### src/rtl/rst_sequencer_pkg.sv
// rst_seq_pkg: shared state encoding, output widths and counter sizing for rst_sequencer.
// Latency: n/a (types and constants only).
// Backpressure: n/a.
package rst_seq_pkg;

  localparam int STATE_W = 3;
  localparam int LOSS_W  = 8;

  typedef enum logic [STATE_W-1:0] {
    HOLD      = 3'd0,
    WAIT_LOCK = 3'd1,
    STABLE    = 3'd2,
    RELEASE   = 3'd3,
    RUN       = 3'd4
  } state_e;

  // Width of the one counter shared by HOLD, STABLE and RELEASE.
  function automatic int cnt_width(input int hold_c, input int stable_c, input int stagger_c);
    int m;
    m = hold_c;
    if (stable_c > m) m = stable_c;
    if (stagger_c > m) m = stagger_c;
    return $clog2(m + 1);
  endfunction

endpackage

### src/rtl/rst_sequencer_if.sv
// rst_sequencer_if: lock inputs, domain enables/resets and debug status of the reset sequencer.
// Latency: n/a (wiring only).
// Backpressure: none; slave is the sequencer, master is the board-level logic around it.
interface rst_sequencer_if
  import rst_seq_pkg::*;
#(
  parameter int NUM_DOMAINS = 4,
  parameter int NUM_LOCKS   = 2
);
  logic [NUM_LOCKS-1:0]   LOCK_IN;
  logic [NUM_DOMAINS-1:0] DOMAIN_EN;
  logic                   SW_RESET_REQ;
  logic [NUM_DOMAINS-1:0] DOMAIN_RESET;
  logic                   ALL_READY;
  logic                   PLL_LOCKED;
  logic [STATE_W-1:0]     STATE;
  logic [LOSS_W-1:0]      LOSS_COUNT;

  modport master (
    output LOCK_IN, DOMAIN_EN, SW_RESET_REQ,
    input  DOMAIN_RESET, ALL_READY, PLL_LOCKED, STATE, LOSS_COUNT
  );

  modport slave (
    input  LOCK_IN, DOMAIN_EN, SW_RESET_REQ,
    output DOMAIN_RESET, ALL_READY, PLL_LOCKED, STATE, LOSS_COUNT
  );
endinterface

### src/rtl/rst_sequencer_sync_2ff.sv
// sync_2ff: single-bit two-flop synchroniser for an asynchronous level input.
// Latency: 2 clk cycles from d to q.
// Backpressure: none.
module sync_2ff (
  input  logic clk,
  input  logic rst,
  input  logic d,
  output logic q
);
  logic meta;

  // Two back-to-back flops; the first may go metastable, the second settles it.
  always_ff @(posedge clk) begin
    if (rst) begin
      meta <= 1'b0;
      q    <= 1'b0;
    end else begin
      meta <= d;
      q    <= meta;
    end
  end
endmodule

### src/rtl/rst_sequencer.sv
// rst_sequencer: qualifies lock inputs, then releases domain resets lowest-first, staggered.
// Latency: lock drop -> all DOMAIN_RESET high after 3 SYS_CLK edges; every output registered.
// Backpressure: none; SW_RESET_REQ is a one-cycle pulse. Build macro RST_SEQ_LOSS_CNT_EN enables LOSS_COUNT.
module rst_sequencer
  import rst_seq_pkg::*;
#(
  parameter int NUM_DOMAINS        = 4,
  parameter int NUM_LOCKS          = 2,
  parameter int LOCK_STABLE_CYCLES = 1024,
  parameter int STAGGER_CYCLES     = 64,
  parameter int HOLD_CYCLES        = 16
) (
  input  logic           SYS_CLK,
  input  logic           RESET,
  rst_sequencer_if.slave bus
);
  localparam int CNT_W = cnt_width(HOLD_CYCLES, LOCK_STABLE_CYCLES, STAGGER_CYCLES);
  localparam logic [CNT_W-1:0] CNT_ONE       = CNT_W'(1);
  localparam logic [CNT_W-1:0] HOLD_LAST     = CNT_W'(HOLD_CYCLES - 1);
  localparam logic [CNT_W-1:0] STABLE_LAST   = CNT_W'(LOCK_STABLE_CYCLES - 1);
  localparam logic [CNT_W-1:0] STAGGER_LAST  = CNT_W'(STAGGER_CYCLES - 1);
  localparam logic [CNT_W-1:0] STAGGER_FIRST = (STAGGER_CYCLES > 1) ? CNT_W'(1) : '0;

  logic [NUM_LOCKS-1:0]   lock_s;
  logic                   all_locked;
  state_e                 state;
  logic [CNT_W-1:0]       cnt;
  logic [NUM_DOMAINS-1:0] dom_rst;
  logic                   all_ready;
  logic                   pll_locked;
  logic [NUM_DOMAINS-1:0] remaining;
  logic [NUM_DOMAINS-1:0] low_bit;
  logic                   lock_lost;
  logic                   seq_abort;

  for (genvar g = 0; g < NUM_LOCKS; g++) begin : g_lock_sync
    sync_2ff u_sync (
      .clk (SYS_CLK),
      .rst (RESET),
      .d   (bus.LOCK_IN[g]),
      .q   (lock_s[g])
    );
  end

  assign all_locked = &lock_s;

  // Enabled domains still held; the lowest of them is released next.
  assign remaining = bus.DOMAIN_EN & dom_rst;
  assign low_bit   = remaining & (~remaining + NUM_DOMAINS'(1));

  // A lock drop only counts as a loss once release has started.
  assign lock_lost = !all_locked && (state == RELEASE || state == RUN);
  assign seq_abort = lock_lost || (bus.SW_RESET_REQ && state != HOLD);

  // Sequencer FSM; cnt is restarted on every state change. In STABLE it holds the
  // number of already-qualified cycles, including the WAIT_LOCK cycle that saw the locks.
  always_ff @(posedge SYS_CLK) begin
    if (RESET) begin
      state      <= HOLD;
      cnt        <= '0;
      dom_rst    <= '1;
      all_ready  <= 1'b0;
      pll_locked <= 1'b0;
    end else begin
      pll_locked <= all_locked;
      if (seq_abort) begin
        state     <= HOLD;
        cnt       <= '0;
        dom_rst   <= '1;
        all_ready <= 1'b0;
      end else begin
        case (state)
          HOLD: begin
            if (bus.SW_RESET_REQ) begin
              cnt <= '0;
            end else if (cnt == HOLD_LAST) begin
              state <= WAIT_LOCK;
              cnt   <= '0;
            end else begin
              cnt <= cnt + CNT_ONE;
            end
          end
          WAIT_LOCK: begin
            if (all_locked) begin
              state <= STABLE;
              cnt   <= CNT_ONE;
            end
          end
          STABLE: begin
            if (!all_locked) begin
              state <= WAIT_LOCK;
              cnt   <= '0;
            end else if (cnt >= STABLE_LAST) begin
              state <= RELEASE;
              cnt   <= '0;
            end else begin
              cnt <= cnt + CNT_ONE;
            end
          end
          RELEASE: begin
            if (remaining == '0) begin
              state     <= RUN;
              cnt       <= '0;
              all_ready <= 1'b1;
            end else if (cnt == '0) begin
              dom_rst <= dom_rst & ~low_bit;
              cnt     <= STAGGER_FIRST;
            end else if (cnt == STAGGER_LAST) begin
              cnt <= '0;
            end else begin
              cnt <= cnt + CNT_ONE;
            end
          end
          RUN: begin
            all_ready <= 1'b1;
          end
          default: begin
            state   <= HOLD;
            cnt     <= '0;
            dom_rst <= '1;
          end
        endcase
      end
    end
  end

  assign bus.DOMAIN_RESET = dom_rst;
  assign bus.ALL_READY    = all_ready;
  assign bus.PLL_LOCKED   = pll_locked;
  assign bus.STATE        = state;

`ifdef RST_SEQ_LOSS_CNT_EN
  logic [LOSS_W-1:0] loss_cnt;

  // Saturating lock-loss counter, cleared only by RESET.
  always_ff @(posedge SYS_CLK) begin
    if (RESET) begin
      loss_cnt <= '0;
    end else if (lock_lost && loss_cnt != '1) begin
      loss_cnt <= loss_cnt + LOSS_W'(1);
    end
  end

  assign bus.LOSS_COUNT = loss_cnt;
`else
  assign bus.LOSS_COUNT = '0;
`endif

endmodule

### src/flat_wrapper.sv
// flat-port wrapper written by rule: the top's interface ports become plain ports
module rst_sequencer_flat import rst_seq_pkg::*;
#(
  parameter int NUM_DOMAINS        = 4,
  parameter int NUM_LOCKS          = 2,
  parameter int LOCK_STABLE_CYCLES = 1024,
  parameter int STAGGER_CYCLES     = 64,
  parameter int HOLD_CYCLES        = 16
)
  (SYS_CLK, RESET, bus_LOCK_IN, bus_DOMAIN_EN, bus_SW_RESET_REQ, bus_DOMAIN_RESET, bus_ALL_READY, bus_PLL_LOCKED, bus_STATE, bus_LOSS_COUNT);
  rst_sequencer_if #(.NUM_DOMAINS(NUM_DOMAINS), .NUM_LOCKS(NUM_LOCKS)) bus_i ();
  input  logic SYS_CLK;
  input  logic RESET;
  input wire logic [$bits(bus_i.LOCK_IN)-1:0] bus_LOCK_IN;
  input wire logic [$bits(bus_i.DOMAIN_EN)-1:0] bus_DOMAIN_EN;
  input wire logic [$bits(bus_i.SW_RESET_REQ)-1:0] bus_SW_RESET_REQ;
  output wire logic [$bits(bus_i.DOMAIN_RESET)-1:0] bus_DOMAIN_RESET;
  output wire logic [$bits(bus_i.ALL_READY)-1:0] bus_ALL_READY;
  output wire logic [$bits(bus_i.PLL_LOCKED)-1:0] bus_PLL_LOCKED;
  output wire logic [$bits(bus_i.STATE)-1:0] bus_STATE;
  output wire logic [$bits(bus_i.LOSS_COUNT)-1:0] bus_LOSS_COUNT;
  assign bus_i.LOCK_IN = bus_LOCK_IN;
  assign bus_i.DOMAIN_EN = bus_DOMAIN_EN;
  assign bus_i.SW_RESET_REQ = bus_SW_RESET_REQ;
  assign bus_DOMAIN_RESET = bus_i.DOMAIN_RESET;
  assign bus_ALL_READY = bus_i.ALL_READY;
  assign bus_PLL_LOCKED = bus_i.PLL_LOCKED;
  assign bus_STATE = bus_i.STATE;
  assign bus_LOSS_COUNT = bus_i.LOSS_COUNT;
  rst_sequencer #(.NUM_DOMAINS(NUM_DOMAINS), .NUM_LOCKS(NUM_LOCKS), .LOCK_STABLE_CYCLES(LOCK_STABLE_CYCLES), .STAGGER_CYCLES(STAGGER_CYCLES), .HOLD_CYCLES(HOLD_CYCLES)) u_core (.SYS_CLK(SYS_CLK), .RESET(RESET), .bus(bus_i));
endmodule
### config.mk
export PLATFORM = sky130hd
export DESIGN_NAME = rst_sequencer_flat
export DESIGN_NICKNAME = d
export VERILOG_FILES = /design/src/rtl/rst_sequencer_pkg.sv /design/src/rtl/rst_sequencer_if.sv /design/src/rtl/rst_sequencer_sync_2ff.sv /design/src/rtl/rst_sequencer.sv /design/src/flat_wrapper.sv
export SDC_FILE = /design/constraint.sdc
export NUM_CORES = 1
export LEC_CHECK = 0
export CELL_PAD_IN_SITES_DETAIL_PLACEMENT = 2
export CELL_PAD_IN_SITES_GLOBAL_PLACEMENT = 2
export CORE_ASPECT_RATIO = 0.5
export CORE_MARGIN = 2
export CORE_UTILIZATION = 29
export DETAILED_ROUTE_END_ITERATION = 12
export GPL_TIMING_DRIVEN = 0
export PLACE_DENSITY_LB_ADDON = 0.15
export SKIP_CTS_REPAIR_TIMING = 1
export SLEW_MARGIN = 20
export SYNTH_ARGS = -nofsm -noshare
export SYNTH_HDL_FRONTEND = slang
export SYNTH_HIERARCHICAL = 1
export SYNTH_SLANG_ARGS = --single-unit
### constraint.sdc
create_clock -name SYS_CLK -period 2.2 [get_ports SYS_CLK]
set_input_delay 0.44 -clock SYS_CLK [delete_from_list [all_inputs] [get_ports SYS_CLK]]
set_output_delay 0.44 -clock SYS_CLK [all_outputs]
set_load 0.005 [all_outputs]
Word-level counts from Yosys, hierarchy flattened
Cells that the tools add are included.
{ "word_totals": {"register_bits": 24, "out_inout_bits": 17, "wordCells": 70} }
{ "classes": {"addsub": 2, "n_lt_le_gt_ge": 1, "n_eq_ne": 13, "mux": 21, "bitwise": 7, "reduce_logical": 17} }
{ "ops": {"columns": ["op", "n"], "rows": [
  ["2-to-1 mux 11 bit", 8],
  ["one-hot mux 11 bit (5 select lines)", 1],
  ["2-to-1 mux 3 bit", 6],
  ["one-hot mux 3 bit (5 select lines)", 1],
  ["AND 4 bit", 3],
  ["adder 11 x 1 -> 11 bit, second input constant", 1],
  ["equality test 11 x 4 -> 1 bit, second input constant", 1],
  ["equality test 11 x 6 -> 1 bit, second input constant", 1],
  ["greater-or-equal comparator 11 x 10 -> 1 bit, second input constant", 1],
  ["zero test 11 bit", 1],
  ["2-to-1 mux 4 bit", 2],
  ["!= test 2 bit, second input constant", 4],
  ["NOT 4 bit", 2],
  ["one-hot mux 4 bit (2 select lines)", 1],
  ["equality test 3 x 2 -> 1 bit, second input constant", 2],
  ["AND reduction 2 bit", 3],
  ["AND reduction 6 bit", 1],
  ["adder 4 x 1 -> 4 bit, second input constant", 1],
  ["zero test 4 bit", 1],
  ["!= test 2 x 1 -> 1 bit, second input constant", 2],
  ["OR reduction 4 bit", 1],
  ["equality test 3 x 1 -> 1 bit, second input constant", 1],
  ["equality test 3 bit, second input constant", 1],
  ["zero test 3 bit", 1],
  ["other kinds (11)", 14]
]} }

Depth between registers and ports, before layout
Gate-level depths: netlist of the first run.
{ "logic_depth": {"word_depth": 9, "depth_mapped": 8} }

Hierarchy
Netlist of the first run, hierarchy kept.
{ "by_module_without_submodules": {"columns": ["mod", "instances", "cells_per_inst", "area_each_um2", "seq_area_each_um2"], "rows": [
  ["rst_sequencer", 1, 164, 1257.5, 400.4],
  ["sync_2ff", 2, 4, 52.6, 40.0]
]} }

Worst setup path before layout of the first run
Ideal clock, no wire load.
{ "synth_path": {"path_kind": "reg-to-reg", "startpoint": "register u_core.cnt[9]", "endpoint": "register u_core.cnt[1]", "setup_time_ps": 129, "arrival_ps": 1885, "required_time_ps": 2071, "setup_slack_ps": 186, "stages_incl_launch_ff": 8, "path_buffers": 1, "cell_sequence": "dfxtp_1 -> or4_4 -> o41ai_2 -> o32ai_1 -> a21o_1 -> buf_6 -> a22oi_1 -> nor2_1"} }
{ "synth_between": {"elab_chain_len": 5, "word_cells_on_any_way": 12, "cone_classes": "order compare (1); eq/ne (2); mux (8); reduce/logical (1)"} }
{ "synth_rtl": {"columns": ["element", "line_no", "text"], "rows": [
  ["from (decl)", "rst_sequencer.sv:27", "logic [CNT_W-1:0] cnt;"],
  ["from (signal assigned)", "rst_sequencer.sv:80", "cnt <= cnt + CNT_ONE;"],
  ["from (signal assigned)", "rst_sequencer.sv:97", "cnt <= cnt + CNT_ONE;"],
  ["from (signal assigned)", "rst_sequencer.sv:111", "cnt <= cnt + CNT_ONE;"],
  ["branches (longest 4 deep; another with greater-or-equal comparator 11 x 10 -> 1 bit)", null, null],
  ["one-hot mux 11 bit (5 select lines) (*)", "rst_sequencer.sv:72", "case (state)"]
]} }
Every way passes the cells marked *.
A chain may end at the register's enable or synchronous reset.

Final worst setup path of the first run
{ "layout_path": {"startpoint": "input bus_DOMAIN_EN[0]", "endpoint": "register u_core.cnt[2]"} }
{ "layout_between": {"elab_chain_len": 4} }
{ "layout_rtl": {"columns": ["element", "line_no", "text"], "rows": [
  ["from (decl)", "flat_wrapper.sv:15", "input wire logic [$bits(bus_i.DOMAIN_EN)-1:0] bus_DOMAIN_EN;"],
  ["AND 4 bit", "rst_sequencer.sv:48", "assign remaining = bus.DOMAIN_EN & dom_rst;"],
  ["zero test 4 bit", "rst_sequencer.sv:101", "if (remaining == '0) begin"],
  ["2-to-1 mux 11 bit", "rst_sequencer.sv:101", null],
  ["one-hot mux 11 bit (5 select lines)", "rst_sequencer.sv:72", null]
]} }
Every way passes these cells.

==> flow_metrics.env, run 1 <==
export IMPL_dieArea_um2=5300
export IMPL_nets=212
export IMPL_worst_pin_slew_ns=0.556
export IMPL_numClockSinks=24
export IMPL_n_fill_cell=506
export IMPL_syn_to_final_growth_pct=27.8
export IMPL_synth_most_common_cell="dfxtp_1"
export IMPL_cap_violations=0
export IMPL_vias=1339
export IMPL_grt_max_degree=13
export IMPL_yosysTopAreaCellShare_pct=35.3
export IMPL_synthMuxAreaShare_pct=2.30
export IMPL_clockRootBuffer="clkbuf_8"
export IMPL_synthFlopType="dfxtp_1"
export IMPL_syn_inst=172
export IMPL_io_pins=26
export IMPL_switching_share_pct=23.7
export IMPL_hpwl_um=2920
export IMPL_drt_wirelength_per_cell_um=15.9
export IMPL_clk_pin_slew_worst_paths_ns=0.09
export IMPL_period_share_pct=98.0
export IMPL_gp_congestion=0.782
export IMPL_synth_compound_area_share_pct=23.6
export IMPL_grt_pass1_wl_um=6490
export IMPL_fin_cells=256
export IMPL_power_uw=792
export IMPL_drt_initial_drc_count=51
export IMPL_cts_max_path_buffers=2
export IMPL_fmax_mhz=464
export IMPL_core_area_um2=4470
export IMPL_hold_path_class="register to register"
export IMPL_arrival_ns=2.31
export IMPL_crit_type="input port to register"
export IMPL_die_y_um=52.5
export IMPL_synth_top_family_by_area="simple AND/OR/NAND/NOR gates"
export IMPL_worstSkewPairLatency_ns=0.27
export IMPL_chipWidth_um=101
export IMPL_port_buffers=17
export IMPL_grt_pass1_vias=1362
export IMPL_fin_worst_skew_ns=0.00871
export IMPL_yosys_top_cells_count="dfxtp_1, nand2_1, nand3_1, nor2_1, a21oi_1"
export IMPL_synth_edf_count=0
export IMPL_comb_power_share_pct=10.6
export IMPL_drive_above_1_share_pct=16.6
export IMPL_endpoint_kind="register"
export IMPL_drt_pass1_iter_count=4
export IMPL_cp_max_fo=4
export IMPL_postSynthAreaPerCell_um2=7.92
export IMPL_place_inst=253
export IMPL_p_switching_uw=188
export IMPL_synth_xor_area_share_pct=0.643
export IMPL_cellPowerDensity_nw_per_um2=455
export IMPL_intPower_uw=604
export IMPL_p_leak_uw=0.000628
export IMPL_num_rows=17
export IMPL_grt_overflow_total=0
export IMPL_clkPwrFrac_pct=33.3
export IMPL_r2r_slack_ns=0.06
export IMPL_antennaDiodeCount=0
export IMPL_synthArstFlopShare_pct=0
export IMPL_final_util_pct=39.0
export IMPL_cts_buffers_inserted=3
export IMPL_slew_violations=0
export IMPL_status="completed"
export IMPL_synthTopCellsByArea="dfxtp_1, nand2_1, nand3_1"
export IMPL_cts_tree="built"
export IMPL_synth_simple_area_share_pct=27.3
export IMPL_yosysWarningCount=6
export IMPL_period_needed_ns=2.16
export IMPL_setup_violations=0
export IMPL_routed_wl_um=4070
export IMPL_htree_levels=1
export IMPL_ys_seq_elements=24
export IMPL_antenna_found_initial=0
export IMPL_routed_via_density=5.23
export IMPL_critPathRequiredTime_ns=2.35
export IMPL_synth_top_area_cell="dfxtp_1"
export IMPL_yosysUniqueCellTypes=44
export IMPL_hold_viol=0
export IMPL_irDropWorstVdd_mv=0.177
export IMPL_synth_cell_area_um2=1360
export IMPL_seqPwrFrac_pct=56.1
export IMPL_hold_path_cell_count=1
export IMPL_crit_path_start_kind="input port"
export IMPL_yosysSeqAreaShare_pct=35.3
export IMPL_final_antenna_net_count=0
export IMPL_initial_utilization_pct=30.5
export IMPL_slew_headroom_pct=62.7
export IMPL_synth_adder_area_share_pct=1.84
export IMPL_route_detailed_drc=0
export IMPL_reg2reg_depth=7
export IMPL_grt_total_usage_pct=16.1
-- power by group through the flow --
stage / Combinational, uW / Clock (uW) / Sequential, uW
after floorplan: 48.7 / 0 / 453
after global placement: 78.1 / 0 / 454
after detailed placement: 78.9 / 0 / 454
after CTS: 79.0 / 276 / 444
after global routing: 92.1 / 302 / 446
final: 84.0 / 264 / 444
-- logic make-up (layout without fill, tap and decap cells) --
logic type	Yosys count	in the layout
other	1	8
AND/OR/NAND/NOR	74	74
adder cells (fa/ha/maj)	2	2
buffers and inverters	22	42
flip-flops	24	24
multiplexers	3	3
AO/OA/AOI/OAI	45	45
XOR/XNOR	1	1
-- layout by cell type (no fill, tap or decap), types with 2 or more instances in the layout --
cell / instances
clkdlybuf4s50_1: 17
mux2i_1: 2
o311ai_1: 3
a21oi_1: 10
dfxtp_2: 3
nand2_1: 19
nor3_1: 2
clkbuf_1: 3
nor2b_1: 5
a31oi_1: 3
dfxtp_1: 21
o211ai_1: 4
clkbuf_8: 3
nand2b_1: 2
conb_1: 8
o21ai_0: 6
and3_1: 3
nor2_1: 11
nand3_1: 12
buf_4: 9
inv_1: 8
a22o_1: 2
nor2_2: 2
a21o_1: 5
nand4_1: 5
nor2b_2: 2
o21ai_1: 2
-- area by class of cell --
| type | count | area [um2] | area share (%) |
|---|---|---|---|
| inverter | 8 | 30.0 | 1.72 |
| tap | 57 | 71.3 | 4.09 |
| clock buffer | 3 | 41.3 | 2.37 |
| buffer | 13 | 87.6 | 5.03 |
| sequential | 24 | 484 | 27.8 |
| timing repair buffer | 18 | 178 | 10.2 |
| multi-input combinational | 133 | 850 | 48.8 |
-- layer usage --
layer / GRT usage [%] / vias up / routed length, um
li1: - / 659 / -
met2: 28.1 / 22 / 1830
met4: 2.70 / 0 / 38
met3: 3.60 / 4 / 111
met5: 0 / - / 0
met1: 20.8 / 654 / 2090
-- sequential cells by signal, summed over array words and instances (netlist names) --
name and count:
u_core/bus.DOMAIN_RESET 4, u_core/g_lock_sync.u_sync/q 2, u_core/bus.PLL_LOCKED 1, u_core/cnt 11, u_core/g_lock_sync.u_sync/meta 2, u_core/bus.ALL_READY 1, u_core/bus.STATE 3
-- worst max-delay path, stage by stage --
cell	delay, ns
clkdlybuf4s50_1	0.44
a22o_1	0.27
a221o_1	0.30
nor2b_2	0.20
a21o_1	0.22
buf_4	0.15
a31oi_1	0.19
mux2i_1	0.10
-- stage by stage --
step	instance area (um2)	worst slack [ns]	TNS, ns	hold WS, ns
detailed placement	1630	-0.327	-2.57	0.430
CTS	1670	-0.135	-0.930	0.449
global route	1740	-0.0917	-0.309	0.473
floorplan	1390	0.186	0	0.414
finish	1740	0.0436	0	0.443
global placement	1630	-0.286	-2.31	0.419
-- worst paths after layout --
check / from / endpoint
min reg2reg: u_core/g_lock_sync[1].u_sync/meta / u_core/g_lock_sync[1].u_sync/q
max reg2reg: u_core/cnt[5] / u_core/cnt[2]
min: u_core/g_lock_sync[1].u_sync/meta / u_core/g_lock_sync[1].u_sync/q
max: bus_DOMAIN_EN[0] / u_core/cnt[2]
Note: power is estimated with default switching activity, not from simulation.
==> inputs of run 2 (changes only) <==
--- a/config.mk
+++ b/config.mk
@@ -14,7 +14,6 @@
 export GPL_TIMING_DRIVEN = 0
 export PLACE_DENSITY_LB_ADDON = 0.15
 export SKIP_CTS_REPAIR_TIMING = 1
-export SLEW_MARGIN = 20
 export SYNTH_ARGS = -nofsm -noshare
 export SYNTH_HDL_FRONTEND = slang
 export SYNTH_HIERARCHICAL = 1
==> results of run 2 <==
Final layout, timing and power as in run 1 (identical DEF).
